===== src/rtl/fx2_cmd_parser.sv =====
// rtl/fx2_cmd_parser.sv - EP2 command byte decoder: register write/read and run-control packets
module fx2_cmd_parser #(
    parameter int         TIMEOUT  = 1024,
    parameter logic [7:0] CMD_CTRL = 8'h01,
    parameter logic [7:0] CMD_RD   = 8'h04,
    parameter logic [7:0] CMD_WR   = 8'h05
) (
    input  logic        clk_i,
    input  logic        reset_i,
    input  logic [7:0]  cmd_data_i,
    input  logic        cmd_avail_i,
    output logic        cmd_ack_o,
    output logic [7:0]  reg_addr_o,
    output logic [31:0] reg_wdata_o,
    output logic        reg_wr_o,
    output logic        reg_rd_o,
    input  logic [31:0] reg_rdata_i,
    output logic [7:0]  reply_data_o,
    output logic        reply_valid_o,
    input  logic        reply_ready_i,
    output logic [7:0]  ctrl_target_o,
    output logic [7:0]  ctrl_value_o,
    output logic        ctrl_strobe_o,
    output logic        err_o,
    output logic [1:0]  err_code_o,
    output logic        busy_o
);

    localparam int            TW       = (TIMEOUT > 1) ? $clog2(TIMEOUT + 1) : 1;
    localparam logic [TW-1:0] TMO_LAST = TW'((TIMEOUT > 0) ? TIMEOUT - 1 : 0);

    typedef enum logic [3:0] {
        S_IDLE, S_CTRL_TGT, S_CTRL_VAL, S_WR_LEN, S_WR_DATA,
        S_WR_ADDR, S_RD_ADDR, S_RD_ISSUE, S_RD_CAPT, S_RD_SEND
    } state_t;

    state_t        state_q;
    logic          cmd_ack_q;
    logic [7:0]    reg_addr_q;
    logic [31:0]   reg_wdata_q;
    logic          reg_wr_q;
    logic          reg_rd_q;
    logic [31:0]   rd_shift_q;
    logic          reply_valid_q;
    logic [7:0]    ctrl_target_q;
    logic [7:0]    ctrl_value_q;
    logic          ctrl_strobe_q;
    logic          err_q;
    logic [1:0]    err_code_q;
    logic [1:0]    byte_cnt_q;
    logic [TW-1:0] tmo_cnt_q;

    logic xfer;
    logic tmo_active;
    logic tmo_expire;

    assign xfer       = cmd_avail_i & cmd_ack_q;
    assign tmo_active = (state_q == S_CTRL_TGT) || (state_q == S_CTRL_VAL) ||
                        (state_q == S_WR_LEN)   || (state_q == S_WR_DATA)  ||
                        (state_q == S_WR_ADDR)  || (state_q == S_RD_ADDR);
    assign tmo_expire = (TIMEOUT != 0) && tmo_active && !xfer && (tmo_cnt_q == TMO_LAST);

    always_ff @(posedge clk_i or posedge reset_i) begin
        if (reset_i) begin
            state_q       <= S_IDLE;
            cmd_ack_q     <= 1'b1;
            reg_addr_q    <= '0;
            reg_wdata_q   <= '0;
            reg_wr_q      <= 1'b0;
            reg_rd_q      <= 1'b0;
            rd_shift_q    <= '0;
            reply_valid_q <= 1'b0;
            ctrl_target_q <= '0;
            ctrl_value_q  <= '0;
            ctrl_strobe_q <= 1'b0;
            err_q         <= 1'b0;
            err_code_q    <= '0;
            byte_cnt_q    <= '0;
            tmo_cnt_q     <= '0;
        end else begin
            reg_wr_q      <= 1'b0;
            reg_rd_q      <= 1'b0;
            ctrl_strobe_q <= 1'b0;
            err_q         <= 1'b0;
            tmo_cnt_q     <= (tmo_active && !xfer) ? tmo_cnt_q + TW'(1) : '0;

            case (state_q)
                S_IDLE: begin
                    cmd_ack_q <= 1'b1;
                    if (xfer) begin
                        if (cmd_data_i == CMD_CTRL) begin
                            state_q <= S_CTRL_TGT;
                        end else if (cmd_data_i == CMD_WR) begin
                            state_q <= S_WR_LEN;
                        end else if (cmd_data_i == CMD_RD) begin
                            state_q <= S_RD_ADDR;
                        end else begin
                            err_q      <= 1'b1;
                            err_code_q <= 2'd1;
                        end
                    end
                end
                S_CTRL_TGT: if (xfer) begin
                    ctrl_target_q <= cmd_data_i;
                    state_q       <= S_CTRL_VAL;
                end
                // Completion cycles drop cmd_ack so the strobe cycle never overlaps a new opcode
                S_CTRL_VAL: if (xfer) begin
                    ctrl_value_q  <= cmd_data_i;
                    ctrl_strobe_q <= 1'b1;
                    cmd_ack_q     <= 1'b0;
                    state_q       <= S_IDLE;
                end
                S_WR_LEN: if (xfer) begin
                    if (cmd_data_i == 8'h04) begin
                        byte_cnt_q <= '0;
                        state_q    <= S_WR_DATA;
                    end else begin
                        err_q      <= 1'b1;
                        err_code_q <= 2'd2;
                        state_q    <= S_IDLE;
                    end
                end
                S_WR_DATA: if (xfer) begin
                    reg_wdata_q <= {reg_wdata_q[23:0], cmd_data_i};
                    byte_cnt_q  <= byte_cnt_q + 2'd1;
                    if (byte_cnt_q == 2'd3) state_q <= S_WR_ADDR;
                end
                S_WR_ADDR: if (xfer) begin
                    reg_addr_q <= cmd_data_i;
                    reg_wr_q   <= 1'b1;
                    cmd_ack_q  <= 1'b0;
                    state_q    <= S_IDLE;
                end
                S_RD_ADDR: if (xfer) begin
                    reg_addr_q <= cmd_data_i;
                    reg_rd_q   <= 1'b1;
                    cmd_ack_q  <= 1'b0;
                    state_q    <= S_RD_ISSUE;
                end
                S_RD_ISSUE: state_q <= S_RD_CAPT;
                S_RD_CAPT: begin
                    rd_shift_q    <= reg_rdata_i;
                    reply_valid_q <= 1'b1;
                    byte_cnt_q    <= '0;
                    state_q       <= S_RD_SEND;
                end
                S_RD_SEND: if (reply_valid_q && reply_ready_i) begin
                    rd_shift_q <= {rd_shift_q[23:0], 8'h00};
                    byte_cnt_q <= byte_cnt_q + 2'd1;
                    if (byte_cnt_q == 2'd3) begin
                        reply_valid_q <= 1'b0;
                        cmd_ack_q     <= 1'b1;
                        state_q       <= S_IDLE;
                    end
                end
                default: begin
                    cmd_ack_q <= 1'b1;
                    state_q   <= S_IDLE;
                end
            endcase

            // A stalled host aborts the partial packet without any strobe
            if (tmo_expire) begin
                err_q      <= 1'b1;
                err_code_q <= 2'd3;
                cmd_ack_q  <= 1'b1;
                state_q    <= S_IDLE;
            end
        end
    end

    assign cmd_ack_o     = cmd_ack_q;
    assign reg_addr_o    = reg_addr_q;
    assign reg_wdata_o   = reg_wdata_q;
    assign reg_wr_o      = reg_wr_q;
    assign reg_rd_o      = reg_rd_q;
    assign reply_data_o  = rd_shift_q[31:24];
    assign reply_valid_o = reply_valid_q;
    assign ctrl_target_o = ctrl_target_q;
    assign ctrl_value_o  = ctrl_value_q;
    assign ctrl_strobe_o = ctrl_strobe_q;
    assign err_o         = err_q;
    assign err_code_o    = err_code_q;
    assign busy_o        = (state_q != S_IDLE);

endmodule

===== config.mk =====
export PLATFORM = sky130hd
export DESIGN_NAME = fx2_cmd_parser
export DESIGN_NICKNAME = d
export VERILOG_FILES = /design/src/rtl/fx2_cmd_parser.sv
export SDC_FILE = /design/constraint.sdc
export NUM_CORES = 1
export LEC_CHECK = 0
export ABC_AREA = 1
export BUFFER_PORTS_ARGS = -buffer_cell sky130_fd_sc_hd__buf_2
export CORE_ASPECT_RATIO = 2
export CORE_MARGIN = 2
export CORE_UTILIZATION = 40
export DETAILED_ROUTE_END_ITERATION = 7
export GPL_ROUTABILITY_DRIVEN = 0
export HOLD_SLACK_MARGIN = 0.08
export SYNTH_ARGS = -nofsm -noshare
export SYNTH_HDL_FRONTEND = slang
export SYNTH_SLANG_ARGS = --single-unit

===== constraint.sdc =====
create_clock -name clk_i -period 4.58 [get_ports clk_i]
set_input_delay 0.916 -clock clk_i [delete_from_list [all_inputs] [get_ports clk_i]]
set_output_delay 0.916 -clock clk_i [all_outputs]
set_load 0.02 [all_outputs]

Yosys cells after proc, flatten, opt, wreduce, memory -nomap -nowiden
Index checks and enable logic that the tools add are counted.
{"block": "classes", "n_bitwise": 1, "n_eq_ne": 35, "n_reduce_logical": 28, "addsub": 2, "mux": 50}
{"operator": "case mux 32 bit (2 select lines)", "count": 1}
{"operator": "2-to-1 mux 4 bit", "count": 13}
{"operator": "case mux 4 bit (9 select lines)", "count": 1}
{"operator": "!= test 3 bit, second input constant", "count": 11}
{"operator": "2-to-1 mux 32 bit", "count": 1}
{"operator": "2-to-1 mux 2 bit", "count": 11}
{"operator": "equality test 4 x 3 -> 1 bit, second input constant", "count": 4}
{"operator": "equality test 8 x 3 -> 1 bit, second input constant", "count": 2}
{"operator": "2-to-1 mux 1 bit", "count": 16}
{"operator": "adder 11 x 1 -> 11 bit, second input constant", "count": 1}
{"operator": "equality test 11 x 10 -> 1 bit, second input constant", "count": 1}
{"operator": "2-to-1 mux 11 bit", "count": 1}
{"operator": "AND reduction 10 bit", "count": 1}
{"operator": "AND reduction 2 bit", "count": 5}
{"operator": "equality test 4 x 2 -> 1 bit, second input constant", "count": 2}
{"operator": "equality test 4 bit, second input constant", "count": 2}
{"operator": "equality test 8 x 1 -> 1 bit, second input constant", "count": 1}
{"operator": "!= test 2 bit, second input constant", "count": 4}
{"operator": "case mux 2 bit (4 select lines)", "count": 1}
{"operator": "nonzero test 4 bit", "count": 2}
{"operator": "AND reduction 7 bit", "count": 1}
{"operator": "!= test 3 x 1 -> 1 bit, second input constant", "count": 2}
{"operator": "logical OR 1 bit", "count": 5}
{"operator": "!= test 5 bit, second input constant", "count": 1}
{"operator": "other kinds (21)", "count": 26}
{"block": "totals", "elab_cells": 131, "reg_bits": 113, "in_bits": 44}

Depth between registers and ports, before layout
{"block": "logic_depth", "word_depth": 10, "ltp_mapped": 11}

Worst setup path after synthesis
OpenSTA, ideal clock, no wires.
{"block": "synth_timing", "path_kind": "reg-to-output", "startpoint": "register state_q[0]", "endpoint": "output busy_o", "slack_ps": 2649, "stages_incl_launch_ff": 6, "required_ps": 3664, "n_path_buf": 1, "arrival_time_ps": 1015, "path_cell_list": "dfrtp_1 > buf_4 > nor2_2 > inv_1 > nor2_1 > inv_1"}
{"block": "synth_via", "elab_chain_len": 1}
{"item": "from (decl)", "line_no": "37", "text": "state_t state_q;"}
{"item": "from (signal assigned)", "line_no": "65", "text": "state_q <= S_IDLE;"}
{"item": "from (signal assigned)", "line_no": "92", "text": "state_q <= S_CTRL_TGT;"}
{"item": "from (signal assigned)", "line_no": "94", "text": "state_q <= S_WR_LEN;"}
{"item": "nonzero test 4 bit", "line_no": "185", "text": "assign busy_o = (state_q != S_IDLE);"}
{"item": "to (decl)", "line_no": "26", "text": "output logic busy_o"}
No other way between the ends.

Worst setup path in the final report
Same ends and word-level chain as after synthesis.

==> results.yml <==
critical_path:
  critical-path-max-stage-delay_ns: 0.46
  cp-end-kind: "primary output"
  reg2reg_depth: 8
  critPathMostFrequentCell: "inv_1"
  crit_fanout: 12
  required_ns: 3.66
  path_cells: "nor2_2, inv_1, nor2_1, inv_1, buf_2"
  crit_type: "reg -> out"
  slowest_stage: "dfrtp_1"
  crit_arrival_ns: 1.97
  cp-start-kind: "flip-flop"
clock_network:
  h-tree-depth: 4
  clk_pin_slew_ns: 0.05
  numCtsBuffers: 17
  cts_resized: 0
  clkLatencyLatePin_ns: 0.40
  cts_tree: "built"
  cts.path.max_buffers: 2
  holdBufCountCts: 0
  clock_sinks: 113
  post-cts-setup-buffers: 0
  clockRootBuffer: "clkbuf_16"
detailed_routing:
  wl_per_cell_um: 13.66
  drt_iter0_markers: 222
  firstDrtPassIters: 4
  wl_um: 11100
  drc: 0
  vias: 4006
  viasPerCell: 4.927
  drtAntennaViolNets: 0
logic_synthesis:
  ys_async_sr_fraction: 1.000
  synth_cell_types: 27
  postSynthCellCount: 545
  ys_seq_area_frac: 0.5817
  ys.flop_type: "dfrtp_1"
  synth_top_area_frac: 0.5763
  synth_edf_count: 0
  yosys.area.top_type: "dfrtp_1"
  yosysWarnings: 0
  synthesis.area_mm2: 0.004863
  synth_seq_cells: 113
  syn-num-nets: 591
  synth_area_per_cell_um2: 8.924
  yosys-top-cells-area: "dfrtp_1 (58%), nand2_1 (11%), a21oi_1 (6.4%), nor2_1 (4.6%), o21ai_0 (3.0%)"
worst_hold_path:
  min-delay-path-class: "reg -> reg"
  whs_path_depth: 1
die:
  ios: 117
  fp.dieH_um: 159.9
  start_util: 0.4059
  die_w_um: 81.97
  die_area_mm2: 0.01311
  rows: 57
  coreArea_mm2: 0.01198
placement:
  post-dp-hpwl_um: 7687
  place_ws_ns: 1.929
  port_buffers: 116
global_route:
  gr-total-overflow: 0
  track_usage: 0.1787
  grt_pass1_wl_um: 18150
  antenna_found_initial: 0
  grt_max_degree: 57
  grt_pass1_vias: 3797
cells_and_area:
  layout_commonest_cell: "nand2_1"
  syn2layout_area_growth_pct: 25.08
  num_antenna_cells: 0
  layout_common_cells: "nand2_1 (138), buf_2 (116), dfrtp_1 (112)"
  final_nets: 699
  drive_gt1_frac: 0.2568
timing:
  worstMarginPinSlew_ns: 1.031
  hold_violations: 0
  tns_ns: 0
  setup_viol: 0
  timing.final.crit_period_ns: 2.881
  fin_crit_sh: 0.6291
  finClkSkew_ns: 0.008231
  slew_headroom: 0.3104
  rsz0062_at_grt: "false"
  slew_violations: 0
  fmax_ghz: 0.3470
  timing.final.ws_setup_ns: 1.699
power_and_ir_drop:
  p_per_area_mw_per_mm2: 750.1
  vdd_drop_max_v: 0.0003426
  p_leak_nw: 3.095
job:
  maxCapViolations: 0
run_status:
  status: "finished clean"
-- logic make-up after synthesis --
group           after synthesis  synth area share
simple gates                236            0.1976
compound gates              115            0.1279
flops                       113            0.5817
buf+inv                      69           0.06560
mux                           8           0.01852
xor+xnor                      2          0.003602
fa+ha+maj                     2          0.005145
-- report_power, final --
| part | switching, mW | leakage (nW) | internal (mW) |
|---|---|---|---|
| registers | 0.248 | 1.40 | 1.42 |
| clock network | 0.457 | 0.289 | 0.875 |
| logic | 1.03 | 1.41 | 0.536 |
-- layer usage --
layer  wire length [µm]  part of all wire  global-route usage  up-vias
met5                  0                 0                   0        -
met4                 87            0.0078             0.06667        0
li1                   -                 -                   -     1994
met3                499             0.045             0.05254        7
met2               5347              0.48              0.2668      104
met1               5168              0.47              0.2446     1901
-- stage by stage --
step           hold WS (ns)  std cells  instance area [µm²]    util  power (mW)
4_1_cts              0.4700        813                 6083  0.5077       4.614
3_5_place_dp         0.4626        781                 5479  0.4573       3.254
2_1_floorplan        0.4329        545                 4863       -       2.800
6_report             0.4639        813                 6083  0.5077       4.563
3_3_place_gp         0.4530        781                 5479  0.4573       3.218
5_1_grt              0.4959        813                 6083  0.5077       4.880
-- registers in the layout, summed over array words and instances, names as in the netlist, 2 cells and up --
name           flops
tmo_cnt_q         11
reg_addr_o         8
reg_wdata_o       32
state_q            4
ctrl_target_o      8
err_code_o         2
rd_shift_q        32
byte_cnt_q         2
ctrl_value_o       8
-- final timing paths --
path	startpoint	end	slack, ns
hold / removal	tmo_cnt_q[0]$_DFF_PP0_	tmo_cnt_q[0]$_DFF_PP0_	0.46
min in group asynchronous	reset_i	reg_wdata_o[21]$_DFFE_PP0P_	0.54
max in group asynchronous	reset_i	reg_wdata_o[12]$_DFFE_PP0P_	3.17
hold reg to reg	tmo_cnt_q[0]$_DFF_PP0_	tmo_cnt_q[0]$_DFF_PP0_	0.46
setup reg to reg	state_q[2]$_DFFE_PP0P_	rd_shift_q[19]$_DFFE_PP0P_	1.93
setup / recovery	state_q[0]$_DFFE_PP0P_	busy_o	1.70
-- synth_stat cells (2+ instances only) --
cell type,count
o21ai_0,29
clkbuf_1,7
nand3_1,20
a21oi_1,62
nor2_1,59
nor2_2,3
buf_2,9
nand4_1,4
or2_2,2
nor2_4,2
mux2_2,8
nand2_1,139
ha_1,2
inv_1,36
a32o_1,8
inv_2,4
o21ai_1,14
buf_4,13
dfrtp_1,112
nor3_1,5
-- critical path: cells and delay by family (launching register included) --
family	cells	cell delay, ns
DFF	1	0.46
and+or+nand+nor	2	0.69
buffers and inverters	3	0.40
-- cell type report --
| class | count | area (µm²) |
|---|---|---|
| tap | 147 | 183.9 |
| timing repair buffer | 118 | 595.6 |
| sequential | 113 | 2829 |
| multi-input combinational | 363 | 1718 |
| inverter | 40 | 152.6 |
| clock inverter | 11 | 153.9 |
| fill | 1175 | 5898 |
| clock buffer | 21 | 450.4 |
(Power assumes the default switching activity.)
